`src/rtl/pulse_meter.sv`:
```
// Receive-side checker for a periodic pulse train: measures high width and period,
// compares them against expected values, and tracks lock, mismatch, loss of signal and overflow.
module pulse_meter #(
   parameter int unsigned CNT_W      = 16,
   parameter int unsigned EXP_HIGH   = 19,
   parameter int unsigned EXP_PERIOD = 200,
   parameter int unsigned TOL        = 1,
   parameter int unsigned LOCK_CNT   = 4,
   parameter int unsigned TIMEOUT    = 1024
) (
   input  logic             clk,
   input  logic             rst,
   input  logic             pulse_in,
   output logic [CNT_W-1:0] width_o,
   output logic [CNT_W-1:0] period_o,
   output logic             meas_valid,
   output logic             locked,
   output logic             mismatch,
   output logic             timeout,
   output logic             ovf
);

   typedef enum logic [1:0] {StIdle, StHigh, StLow} state_e;

   localparam int unsigned      McW     = $clog2(LOCK_CNT + 1);
   localparam logic [McW-1:0]   McOne   = McW'(1);
   localparam logic [McW-1:0]   LockMax = McW'(LOCK_CNT);
   localparam logic [CNT_W-1:0] CntOne  = CNT_W'(1);
   localparam logic [CNT_W-1:0] CntMax  = '1;

   state_e           state_q;
   logic             s1_q, s2_q, prev_q;
   logic [CNT_W-1:0] per_cnt_q, hi_cnt_q;
   logic [McW-1:0]   match_cnt_q;

   logic rise, per_sat, hi_sat, per_expired, is_match;

   // Differences are taken one bit wider than the counters so they never wrap.
   function automatic logic within_tol(input logic [CNT_W-1:0] val, input int unsigned target);
      logic [CNT_W:0] v, t, d;
      v = {1'b0, val};
      t = (CNT_W+1)'(target);
      d = (v >= t) ? v - t : t - v;
      return d <= (CNT_W+1)'(TOL);
   endfunction

   always_comb begin
      rise        = s2_q & ~prev_q;
      per_sat     = (per_cnt_q == CntMax);
      hi_sat      = (hi_cnt_q == CntMax);
      per_expired = (64'(per_cnt_q) == 64'(TIMEOUT));
      is_match    = within_tol(hi_cnt_q, EXP_HIGH) && within_tol(per_cnt_q, EXP_PERIOD);
   end

   always_ff @(posedge clk) begin
      if (rst) begin
         state_q     <= StIdle;
         s1_q        <= 1'b0;
         s2_q        <= 1'b0;
         prev_q      <= 1'b0;
         per_cnt_q   <= '0;
         hi_cnt_q    <= '0;
         match_cnt_q <= '0;
         width_o     <= '0;
         period_o    <= '0;
         meas_valid  <= 1'b0;
         locked      <= 1'b0;
         mismatch    <= 1'b0;
         timeout     <= 1'b0;
         ovf         <= 1'b0;
      end else begin
         s1_q       <= pulse_in;
         s2_q       <= s1_q;
         prev_q     <= s2_q;
         meas_valid <= 1'b0;
         mismatch   <= 1'b0;
         timeout    <= 1'b0;
         unique case (state_q)
            StIdle: begin
               // First edge after reset or loss of signal only starts a measurement.
               if (rise) begin
                  per_cnt_q <= CntOne;
                  hi_cnt_q  <= CntOne;
                  state_q   <= StHigh;
               end
            end
            StHigh, StLow: begin
               if (rise) begin
                  width_o    <= hi_cnt_q;
                  period_o   <= per_cnt_q;
                  meas_valid <= 1'b1;
                  if (is_match) begin
                     if (match_cnt_q >= LockMax - McOne) begin
                        match_cnt_q <= LockMax;
                        locked      <= 1'b1;
                     end else begin
                        match_cnt_q <= match_cnt_q + McOne;
                     end
                  end else begin
                     match_cnt_q <= '0;
                     locked      <= 1'b0;
                     mismatch    <= 1'b1;
                  end
                  per_cnt_q <= CntOne;
                  hi_cnt_q  <= CntOne;
                  state_q   <= StHigh;
               end else if (per_expired) begin
                  timeout     <= 1'b1;
                  locked      <= 1'b0;
                  match_cnt_q <= '0;
                  state_q     <= StIdle;
               end else begin
                  if (per_sat) ovf <= 1'b1;
                  else         per_cnt_q <= per_cnt_q + CntOne;
                  if (state_q == StHigh) begin
                     if (!s2_q)       state_q <= StLow;
                     else if (hi_sat) ovf <= 1'b1;
                     else             hi_cnt_q <= hi_cnt_q + CntOne;
                  end
               end
            end
            default: state_q <= StIdle;
         endcase
      end
   end

endmodule

```
`config.mk`:
```
export PLATFORM = sky130hd
export DESIGN_NAME = pulse_meter
export DESIGN_NICKNAME = d
export VERILOG_FILES = /design/src/rtl/pulse_meter.sv
export SDC_FILE = /design/constraint.sdc
export NUM_CORES = 1
export LEC_CHECK = 0
export BUFFER_PORTS_ARGS = -buffer_cell sky130_fd_sc_hd__buf_2
export CAP_MARGIN = 25
export CORE_MARGIN = 2
export CORE_UTILIZATION = 40
export DETAILED_ROUTE_END_ITERATION = 8
export HOLD_SLACK_MARGIN = 0.02
export PLACE_DENSITY = 0.7
export SYNTH_ARGS = -nofsm -noshare
export SYNTH_HDL_FRONTEND = slang
export SYNTH_SLANG_ARGS = --single-unit
```
`constraint.sdc`:
```
create_clock -name clk -period 2.8 [get_ports clk]
set_input_delay 0.14 -clock clk [delete_from_list [all_inputs] [get_ports clk]]
set_output_delay 0.14 -clock clk [all_outputs]
set_load 0.03 [all_outputs]
```
==> impl_metrics.ini <==
[power_and_ir_drop]
p_switching_uw = 774
internal-power_mw = 1.92
p_total_mw = 2.70
switching_share_pct = 28.7
power_frac_clock_pct = 37.9
power_frac_comb_pct = 20.2
cellPowerDensity_nw_per_um2 = 506
ir_worst_vdd_v = 0.000394
p_leak_nw = 2.19
seq_power_share_pct = 41.9

[grt]
grt_overflow = 0
grt_max_degree = 36
grt_pass1_wl_um = 19900
antenna_found_initial = 0
grt_pass1_vias = 4118
track_usage_pct = 21.7

[worst_setup_path]
required_ns = 3.10
cp-end-kind = register
startpoint_type = register
path_max_fanout = 4
arrival_ns = 3.01
worstSetupPathType = register to register

[sta]
worstMarginPinSlew_ns = 0.476
final.setup_skew_ns = 0.0100
setup_violations = 0
relSlewSlack_pct = 68.2
fmax_ghz = 0.368
hold_violations = 0
period_share_pct = 97.0
drv_slew = 0
period_needed_ns = 2.72

[synthesis]
synth_edf_count = 0
synthArstFlopShare_pct = 0
synth.top_cell.area_share_pct = 35.5
synth_warnings = 0
syn-mean-instance-area_sq_um = 7.76
synth_cells = 559
ys_ff_latch = 77
yosysUniqueCellTypes = 64
ys_dominant_reg_cell = dfxtp_1
yosysSeqAreaShare_pct = 35.5
syn_area_sq_um = 4340
syn_nets = 578
synth_area_leader_cell = dfxtp_1
ys_top_cells_by_area = dfxtp_1, nand2_1, xnor2_1, a21oi_1, nor2_1

[drt]
ant_nets = 0
drc = 0
drt_wl_total_um = 12000
firstDrtPassIters = 4
wl_per_cell_um = 15.4
viasPerCell = 5.31
num_vias = 4128
dr.first_iter.drc_count = 186

[clock_tree]
cts_root_buf = clkbuf_8
htreeDepth = 3
clk_pin_slew_ns = 0.09
clock_path_buffers = 2
clk_latency_ns = 0.37
cts.sinks = 77
cts_tree = done
cts_buffers = 9

[floorplan]
ioPinCount = 40
fp.coreArea_sq_um = 10700
rows = 38
fp.dieArea_sq_um = 11700
die_height_um = 108
die_w_um = 108
initial_core_util_pct = 40.6

[cells_and_area]
mostFrequentLayoutCells = nand2_1, dfxtp_1, buf_4, nor2_1, a21oi_1
drive_above_1_share_pct = 21.5
nets = 653
area_growth_pct = 22.7
final_cell_count_no_fill = 778
antenna-diode-count = 0
layout_commonest_cell = nand2_1

[place]
post-dp-hpwl_um = 9070
gp_congestion = 0.980
io_buffers = 39
place_inst = 761

[flow_run]
cap_violations = 0

[hold_path]
hold_path_class = input pin to register

[status]
status = finished clean
[sequential cells by signal, indices dropped and copies added, names as in the netlist]
name	cells
meas_valid	1
hi_cnt_q	16
prev_q	1
ovf	1
period_o	16
timeout	1
s1_q	1
per_cnt_q	16
mismatch	1
match_cnt_q	3
width_o	16
s2_q	1
locked	1
state_q	2
[path summary, 6_finish.rpt]
kind / startpoint / end / slack, ns / depth (start not counted)
max reg2reg: per_cnt_q[0] / match_cnt_q[0] / 0.08 / 10
min: rst / period_o[1] / 0.12 / 2
min reg2reg: width_o[1] / width_o[1] / 0.46 / 2
max: per_cnt_q[0] / match_cnt_q[0] / 0.08 / 10
[cells by family (layout without fill, tap and decap cells)]
logic type,after synthesis,in the layout,synth area share (%)
fa+ha+maj,16,16,4.61
compound gates,111,111,16.8
flops,77,77,35.5
buf+inv,55,134,5.19
simple gates,257,257,29.0
mux,5,5,1.18
xor+xnor,38,38,7.67
[critical path, stage by stage, from the launching register on]
cell,delay [ns]
dfxtp_2,0.33
inv_1,0.05
ha_1,0.21
nor4b_4,0.14
and4_4,0.20
a211o_4,0.36
or4_4,0.55
a2111oi_4,0.34
nand4_1,0.18
buf_4,0.18
o21ai_1,0.13
[stage by stage]
stage                     util (%)  hold WS (ns)  setup TNS [ns]  area, sq um  setup WS [ns]
after global placement        47.0         0.349               0         5030          0.123
final                         49.8         0.120               0         5320         0.0828
after global routing          49.8         0.131        -0.00443         5320       -0.00443
after detailed placement      47.0         0.355               0         5030         0.0289
after floorplan                  -         0.254               0         4360         0.0233
after CTS                     49.3         0.113               0         5280         0.0229
[power by group through the flow]
stage | Clock, mW | Sequential (mW) | Combinational [mW]
2_1_floorplan | 0 | 1.16 | 0.336
3_3_place_gp | 0 | 1.15 | 0.523
3_5_place_dp | 0 | 1.15 | 0.539
4_1_cts | 1.05 | 1.13 | 0.543
5_1_grt | 1.09 | 1.13 | 0.592
6_report | 1.02 | 1.13 | 0.544
[what timing repair did]
action,in CTS,in global routing
hold buffers,1,0
resized for setup,0,14
endpoints found under the hold margin,1,0
buffers inserted,0,1
endpoints found under the setup margin,0,8
[per-layer routing]
metal  up-vias  GRT usage (%)  routed length (um)
met4         0           6.23                 105
met3        12           4.16                 476
li1       2085              -                   -
met2        86           39.0                6070
met1      1945           26.2                5360
met5         -              0                   0
[cell usage after synthesis, drive strengths merged (3+ instances only)]
cell     number
a21boi        4
nor2b        10
dfxtp        77
nand3        14
o21ai        15
a21oi        47
a31oi         3
and3b         3
o2111ai       3
nor4          9
nor2         59
xnor2        27
a211oi        6
inv          16
ha           16
nor3b         3
clkbuf       29
nand2        92
nand4         9
or3           8
o31a          3
buf          10
nand2b        5
and3          9
nor4b         3
mux2i         4
nor3         16
xor2         11
and4          5
and2          7
o211ai        3
[layout make-up]
class / count / area (sq um)
Fill cell: 1081 / 5370
Inverter: 16 / 60.1
Clock buffer: 9 / 124
Tap cell: 140 / 175
Multi-Input combinational cell: 427 / 2630
Clock inverter: 6 / 111
Timing Repair Buffer: 103 / 682
Sequential cell: 77 / 1540
No activity file was read; power rests on OpenSTA's default activity.
